## config.mk

```make
export PLATFORM = sky130hd
export DESIGN_NAME = next_pc_unit
export DESIGN_NICKNAME = d
export VERILOG_FILES = /design/src/rtl/next_pc_unit.sv
export SDC_FILE = /design/constraint.sdc
export NUM_CORES = 1
export LEC_CHECK = 0
export CAP_MARGIN = 10
export CORE_ASPECT_RATIO = 0.9
export CORE_MARGIN = 4
export CORE_UTILIZATION = 45
export CTS_BUF_LIST = sky130_fd_sc_hd__clkbuf_4 sky130_fd_sc_hd__clkbuf_8
export DETAILED_ROUTE_END_ITERATION = 8
export PLACE_DENSITY = 0.79
export SKIP_CTS_REPAIR_TIMING = 1
export SLEW_MARGIN = 20
export SYNTH_ARGS = -nofsm -noshare
export SYNTH_HDL_FRONTEND = slang
export SYNTH_SLANG_ARGS = --single-unit
```

## constraint.sdc

```tcl
create_clock -name clk -period 3.91 [get_ports clk]
set_input_delay 0.5865 -clock clk [delete_from_list [all_inputs] [get_ports clk]]
set_output_delay 0.5865 -clock clk [all_outputs]
set_load 0.005 [all_outputs]
```

## src/rtl/next_pc_unit.sv

```systemverilog
// Next-PC generation for a MIPS-style fetch stage with a small return-address stack.
//
// Each cycle this block picks the next fetch address and registers it into pc.
// The candidates, in priority order, are:
//   - a J/JAL target
//   - a taken BEQ or BNE target
//   - a JR target
//   - pc+4
// JAL pushes its return address onto a circular return-address stack (RAS).
// JR pops that stack and reports whether the prediction matched the real target.
//
// Ports:
//   clk, rst       clock; synchronous active-high reset
//   stall          holds pc and the stack, and forces all status pulses low
//   opcode, funct  instruction decode fields (funct is used only for R-type jr)
//   jump_26        J-type target field
//   imm16          branch offset, in words
//   zero           ALU zero flag
//   branch, jump   decode strobes for branches and for J/JAL
//   data1          rs register value, used as the jr target
//   pc             current fetch address (registered)
//   link_addr      pc+4, the jal write-back value
//   flag           redirect kind: 00 beq, 01 bne, 10 j/jal, 11 jr (00 when idle)
//   redirect       combinational; high when the next PC is not pc+4
//   flush          one-cycle pulse in the cycle after an accepted redirect
//   ras_hit        one-cycle pulse: the popped RAS entry equalled the jr target
//   ras_underflow  one-cycle pulse: jr was taken while the RAS was empty
//   misalign       one-cycle pulse: the jr source had non-zero low bits
module next_pc_unit #(
    parameter int unsigned       DATA_W    = 32,
    parameter int unsigned       RAS_DEPTH = 4,
    parameter logic [DATA_W-1:0] RESET_PC  = '0
) (
    input  logic              clk,
    input  logic              rst,
    input  logic              stall,
    input  logic [5:0]        opcode,
    input  logic [5:0]        funct,
    input  logic [25:0]       jump_26,
    input  logic [15:0]       imm16,
    input  logic              zero,
    input  logic              branch,
    input  logic              jump,
    input  logic [DATA_W-1:0] data1,
    output logic [DATA_W-1:0] pc,
    output logic [DATA_W-1:0] link_addr,
    output logic [1:0]        flag,
    output logic              redirect,
    output logic              flush,
    output logic              ras_hit,
    output logic              ras_underflow,
    output logic              misalign
);

    localparam int unsigned PTR_W = (RAS_DEPTH > 1) ? $clog2(RAS_DEPTH) : 1;
    localparam int unsigned CNT_W = $clog2(RAS_DEPTH + 1);

    localparam logic [5:0] OP_RTYPE = 6'b000000;
    localparam logic [5:0] OP_JAL   = 6'b000011;
    localparam logic [5:0] OP_BEQ   = 6'b000100;
    localparam logic [5:0] OP_BNE   = 6'b000101;
    localparam logic [5:0] FN_JR    = 6'b001000;

    localparam logic [1:0] FLAG_BEQ  = 2'b00;
    localparam logic [1:0] FLAG_BNE  = 2'b01;
    localparam logic [1:0] FLAG_JUMP = 2'b10;
    localparam logic [1:0] FLAG_JR   = 2'b11;

    // Sequential and fetch-path signals.
    logic [DATA_W-1:0] pc_plus4;
    logic [DATA_W-1:0] j_target;
    logic [DATA_W-1:0] br_target;
    logic [DATA_W-1:0] jr_target;
    logic [DATA_W-1:0] next_pc;
    logic              is_jr;
    logic              sel_jr;
    logic              sel_jal;

    // Return-address-stack signals.
    logic [DATA_W-1:0] ras_mem [RAS_DEPTH];
    logic [PTR_W-1:0]  ras_top;
    logic [PTR_W-1:0]  ras_top_inc;
    logic [PTR_W-1:0]  ras_top_dec;
    logic [CNT_W-1:0]  ras_count;
    logic [DATA_W-1:0] ras_top_val;
    logic              ras_empty;
    logic              ras_full;
    logic              do_push;
    logic              do_pop;

    // Candidate addresses.
    assign pc_plus4  = pc + DATA_W'(4);
    assign link_addr = pc_plus4;
    assign j_target  = {pc_plus4[DATA_W-1:28], jump_26, 2'b00};
    assign br_target = pc_plus4 + {{(DATA_W-18){imm16[15]}}, imm16, 2'b00};
    assign jr_target = {data1[DATA_W-1:2], 2'b00};
    assign is_jr     = (opcode == OP_RTYPE) && (funct == FN_JR);

    // Priority select: a jump strobe shadows any branch or jr decode in the same cycle.
    always_comb begin
        next_pc  = pc_plus4;
        redirect = 1'b0;
        flag     = FLAG_BEQ;
        sel_jr   = 1'b0;
        sel_jal  = 1'b0;
        if (jump) begin
            next_pc  = j_target;
            redirect = 1'b1;
            flag     = FLAG_JUMP;
            sel_jal  = (opcode == OP_JAL);
        end else if (branch && zero && (opcode == OP_BEQ)) begin
            next_pc  = br_target;
            redirect = 1'b1;
            flag     = FLAG_BEQ;
        end else if (branch && !zero && (opcode == OP_BNE)) begin
            next_pc  = br_target;
            redirect = 1'b1;
            flag     = FLAG_BNE;
        end else if (is_jr) begin
            next_pc  = jr_target;
            redirect = 1'b1;
            flag     = FLAG_JR;
            sel_jr   = 1'b1;
        end
    end

    // Circular pointer arithmetic. This also works when RAS_DEPTH is not a power of two.
    assign ras_top_inc = (ras_top == PTR_W'(RAS_DEPTH - 1)) ? '0 : ras_top + PTR_W'(1);
    assign ras_top_dec = (ras_top == '0) ? PTR_W'(RAS_DEPTH - 1) : ras_top - PTR_W'(1);
    assign ras_top_val = ras_mem[ras_top];
    assign ras_empty   = (ras_count == '0);
    assign ras_full    = (ras_count == CNT_W'(RAS_DEPTH));

    assign do_push = sel_jal && !stall && !rst;
    assign do_pop  = sel_jr && !stall && !rst && !ras_empty;

    // Stack storage has no reset: the count alone decides which entries are live.
    // When the stack is full, the slot after the top holds the oldest entry, so a push overwrites it.
    always_ff @(posedge clk) begin
        if (do_push) begin
            ras_mem[ras_top_inc] <= pc_plus4;
        end
    end

    // Fetch pointer, stack bookkeeping and status pulses.
    always_ff @(posedge clk) begin
        if (rst) begin
            pc            <= RESET_PC;
            ras_top       <= '0;
            ras_count     <= '0;
            flush         <= 1'b0;
            ras_hit       <= 1'b0;
            ras_underflow <= 1'b0;
            misalign      <= 1'b0;
        end else if (stall) begin
            flush         <= 1'b0;
            ras_hit       <= 1'b0;
            ras_underflow <= 1'b0;
            misalign      <= 1'b0;
        end else begin
            pc            <= next_pc;
            flush         <= redirect;
            ras_hit       <= do_pop && (ras_top_val == jr_target);
            ras_underflow <= sel_jr && ras_empty;
            misalign      <= sel_jr && (data1[1:0] != 2'b00);
            if (do_push) begin
                ras_top <= ras_top_inc;
                if (!ras_full) begin
                    ras_count <= ras_count + CNT_W'(1);
                end
            end else if (do_pop) begin
                ras_top   <= ras_top_dec;
                ras_count <= ras_count - CNT_W'(1);
            end
        end
    end

endmodule

```

# After elaboration in Yosys (flattened, before gate mapping)
# Memory sizes are Yosys's and may differ from the RTL's. A register that Yosys moved wholly into a read port is not among the register bits.
# Index checks and enable logic that the tools add are counted.
# W data, S select, Z words.
[classes]
add_sub_neg = 6
n_eq_ne = 8
muxes = 27
bitwise = 1
reduce_logical = 25
[op_table]
columns = ["operator", "n"]
rows = [
  ["$mux W32", 4],
  ["$add A32 B3 Y32 const B", 1],
  ["$add A32 B32 Y32", 1],
  ["$eq A32 B32 Y1", 1],
  ["$mux W2", 10],
  ["$logic_and A1 B1 Y1", 13],
  ["$eq A6 B3 Y1 const B", 2],
  ["$mux W1", 10],
  ["$mux W3", 3],
  ["$eq A6 B2 Y1 const B", 1],
  ["$eq A6 B4 Y1 const B", 1],
  ["$logic_not A6 Y1", 1],
  ["$logic_not A1 Y1", 4],
  ["$reduce_bool A2 Y1", 2],
  ["$add A3 B1 Y3 const B", 1],
  ["$eq A3 B3 Y1 const B", 1],
  ["$logic_not A3 Y1", 1],
  ["$reduce_and A3 Y1", 1],
  ["$sub A3 B1 Y3 const B", 1],
  ["$add A2 B1 Y2 const B", 1],
  ["$eq A2 B2 Y1 const B", 1],
  ["$logic_not A2 Y1", 1],
  ["$ne A2 B2 Y1 const B", 1],
  ["$reduce_and A2 Y1", 1],
  ["other kinds (3)", 3],
]
[totals]
regBits = 41
ramBits = 128
in_bits = 92
output_inout_bits = 71
elab_cells = 75
memories = 1
[mem_list]
columns = ["name", "depth", "width", "rd", "rd_clocked_by_memory_dff", "write_ports", "line", "text"]
rows = [
  ["ras_mem", 4, 32, 1, 1, 1, "80", "logic [DATA_W-1:0] ras_mem [RAS_DEPTH];"],
]

# Depth between registers and ports, before layout
[depth]
word_depth = 13
mapped_depth = 15
mapped_depth_nobuf = 15

# Worst setup path after synthesis
# OpenSTA, ideal clock, no wires.
[synth_timing]
path_kind = "register to register"
from = "register pc[7]"
to = "register pc[30]"
setup_time_ns = 0.127
t_arrival_ns = 3.376
required_ns = 3.783
setup_slack_ns = 0.408
stages_incl_launch_ff = 14
n_path_buf = 0
synth_period_minus_slack_ns = 3.502
cell_sequence = "dfxtp_1 -> nand4_2 -> nor3_2 -> and2_1 -> nand3_1 -> xnor2_1 -> ha_1 -> a21oi_1 -> o221ai_1 -> or3b_1 -> o221ai_1 -> o21a_1 -> nor4_1 -> or3_1"
[synth_via]
elab_chain_len = 5
word_cells_on_any_way = 6
cone_classes = "2 x add/sub; 4 x mux"
[synth_lines]
columns = ["item", "line", "text"]
rows = [
  ["start, declared", "45", "output logic [DATA_W-1:0] pc,"],
  ["start signal, assigned", "161", "pc <= next_pc;"],
  ["$add A32 B3 Y32 *", "92", "assign pc_plus4 = pc + DATA_W'(4);"],
  ["via link_addr[21]", "46", "output logic [DATA_W-1:0] link_addr,"],
  ["$add A32 B32 Y32 *", "95", "assign br_target = pc_plus4 + {{(DATA_W-18){imm16[15]}}, imm16, 2'b00};"],
  ["$mux W32", "115", "end else if (branch && !zero && (opcode == OP_BNE)) begin"],
  ["$mux W32 *", "111", "end else if (branch && zero && (opcode == OP_BEQ)) begin"],
  ["$mux W32 *", "106", "if (jump) begin"],
]
# The timed path passes the listed nets; every way through them passes the cells marked *.
# A chain may end at the register's enable or synchronous reset.

# Worst setup path in the final report
[layout_timing]
from = "register pc[3]"
to = "output port link_addr[30]"
[layout_via]
elab_chain_len = 1
[layout_lines]
columns = ["item", "line"]
rows = [
  ["$add A32 B3 Y32", "92"],
  ["end, declared", "46"],
]
# Every way passes these cells.

==> metrics.md <==
| Metric | Value |
|---|---|
| Critical path, cell by cell | ha_1, nand4_1, nor4_4, buf_4, nand2_1, nor2_2, xor2_2, clkdlybuf4s50_1 |
| Least-Margin Pin Slew | 1.069 ns |
| Hold Crit Class | register to register |
| Synth Instances | 809 |
| GR Overflow Total | 0 |
| Worst Skew | 0.01612 ns |
| Max-cap violations | 0 |
| Mapped Avg Cell Area | 11.43 µm² |
| Register area share after synthesis | 47.85% |
| Final WS setup | 0.2107 ns |
| Async SR Flop Fraction | 0% |
| Count of final hold-check violations | 0 |
| Synth top cells by count | 120 x edfxtp_1, 65 x nand2_1, 55 x xnor2_1, 50 x a21oi_1, 45 x nor2_1 |
| Antenna diodes | 0 |
| ANT nets after route | 0 |
| Min Tclk post-route | 3.699 ns |
| Vias post-DR | 7,839 |
| Vias per cell | 6.119 |
| Yosys top cell by area | edfxtp_1 |
| Largest net degree at the start of global routing | 33 |
| Max FO, Critical Path | 7 |
| Clock tree from TritonCTS | done |
| Layout area overhead | 28.73% |
| Die height | 144.0 µm |
| Most frequent cell after synthesis | edfxtp_1 |
| Inserted Clock Buffers | 17 |
| Clock Pin Slew Worst Setup and Hold Paths | 0.10 ns |
| Cell Rows | 49 |
| Final Slew Violations | 0 |
| CP delay by family, top | simple AND/OR/NAND/NOR gates |
| Critical Path Source Type | register |
| Hold_ws | 0.5182 ns |
| Yosys top cell area share | 38.97% |
| Final net count | 1,149 |
| Die area | 22,910 µm² |
| Critical Path RT | 3.32 ns |
| Setup CP Type | register to primary output |
| Cell leakage power | 4.297 nW |
| CP arrival | 3.11 ns |
| Ys flop type | edfxtp_1 |
| Total track usage | 26.76% |
| Hold-critical path depth | 1 |
| Crit path buffers/inverters | 2 |
| Iter 0 DRT Violations | 772 |
| Top cells by area, synth | edfxtp_1 39%, dfxtp_1 8.9%, mux4_2 7.3% |
| CP Capture Type | primary output |
| Initial antenna violation count | 1 |
| Layout cell share with drive strength beyond 1 | 14.81% |
| First-pass GRT wire length | 46,130 µm |
| First drt pass iteration count | 5 |
| Worst IR Drop VDD | 0.2322 mV |
| Crit. path cell count | 8 |
| # setup viols final | 0 |
| Fmax | 270.3 MHz |
| Max H-tree Level | 4 |
| Final worst path period share | 94.61% |
| CP peak stage delay | 0.59 ns |
| Netlist cell types | 73 |
| Chip width | 159.1 µm |
| Clock latency on the worst-skew pair | 0.48 ns |
| Yosys synthesis warning count | 0 |
| Clk sink count | 161 |
| DRC violations left | 0 |
| Post-DP HPWL | 23,110 µm |
| P per Cell Area | 321.4 nW/µm² |
| Clock root buffer | clkbuf_8 |
| Final-layout fill cell count | 1,663 |
| Routability Congestion | 0.9486 |
| Vias in the first global route | 7,768 |
| Starting density of the core | 45.98% |
| Total Negative Setup Slacks | 0 ns |
| Place WS | 0.1398 ns |
| Number of flops mapped to enable cells by yosys | 120 |
| Avg WL per Cell | 24.33 µm |
| Status | finished clean |
| Worst R2R Path Depth | 14 |
| Yosys reg bits | 161 |
| Core box area | 20,110 µm² |
| Cell area after synthesis | 9246 µm² |
| CTS Buffer Depth | 2 |
| WL final | 31,170 µm |
| Max-slew headroom | 28.13% |
| Slowest CP cell | clkdlybuf4s50_1 |
| IO Port Bufs | 158 |
| Ports | 163 |
==> where the power goes <==
part	internal [mW]	leakage, nW	switching (mW)
clock	0.523	0.192	0.694
sequential	1.85	1.42	0.0228
combinational	0.346	2.68	0.385
==> cells by family after synthesis <==
family | after synthesis | share of synthesized area, %
XOR/XNOR | 83 | 7.862
AO/OA/AOI/OAI | 203 | 15.68
buffers and inverters | 64 | 2.842
flip-flops | 161 | 47.85
adder cells (fa/ha/maj) | 44 | 6.116
AND/OR/NAND/NOR | 219 | 11.87
multiplexers | 34 | 7.740
other | 1 | 0.04056
==> routing by layer <==
metal / up-vias / track usage, % / routed length, µm
met5: - / 1.860 / 74
met4: 4 / 8.630 / 595
met3: 45 / 9.290 / 3343
met2: 430 / 41.56 / 14070
met1: 3846 / 35.51 / 13090
li1: 3514 / - / -
==> registers in the layout, summed over array words and instances (netlist names), named ones only <==
signal / cells
flush: 1
ras_count: 3
ras_mem: 120
ras_top: 2
misalign: 1
ras_hit: 1
pc: 30
ras_underflow: 1
==> layout by cell type (no fill, tap or decap), drive strengths merged, types with 14 or more instances in the layout <==
cell and count:
clkbuf 17, a21oi 51, o21ai 34, nand3 27
dfxtp 41, edfxtp 120, buf 65, clkdlybuf4s50 158
nor2 46, nand2 65, nand4 20, ha 42
nor4 14, inv 32, xnor2 55, xor2 28
mux4 30
==> metrics by stage <==
step                cells  area [µm²]  power, mW  utilization, %
detailed placement   1247       11460      2.622           56.98
global placement     1247       11460      2.619           56.98
global route         1281       11900      3.961           59.19
finish               1281       11900      3.826           59.19
floorplan             812        9258      2.261               -
CTS                  1279       11840      3.813           58.88
==> worst reg2reg max path: cells and delay by family, from the launching register on <==
| kind | cells | cell delay, ns |
|---|---|---|
| xor+xnor | 1 | 0.20 |
| buf+inv | 1 | 0.20 |
| flops | 1 | 0.41 |
| simple gates | 7 | 1.64 |
| compound gates | 3 | 0.54 |
| fa+ha+maj | 2 | 0.57 |
==> path summary, 6_finish.rpt <==
kind / startpoint / slack [ns] / endpoint
worst max-delay path: pc[3] / 0.21 / link_addr[30]
worst min-delay path: ras_count[2] / 0.52 / ras_underflow
worst max register to register: pc[3] / 0.23 / pc[30]
worst min register to register: ras_count[2] / 0.52 / ras_underflow
==> layout make-up <==
class                   instances  area (µm²)  area share (%)
well taps                     255       319.1           2.681
clock buffers                  17       234.0           1.966
inverters                      23       86.33          0.7253
repair buffers                223        2069           17.39
flip-flops and latches        161        4427           37.19
multi-input cells             587        4619           38.81
clock inverters                15       147.6           1.240
Note: power is estimated with default switching activity, not from simulation.
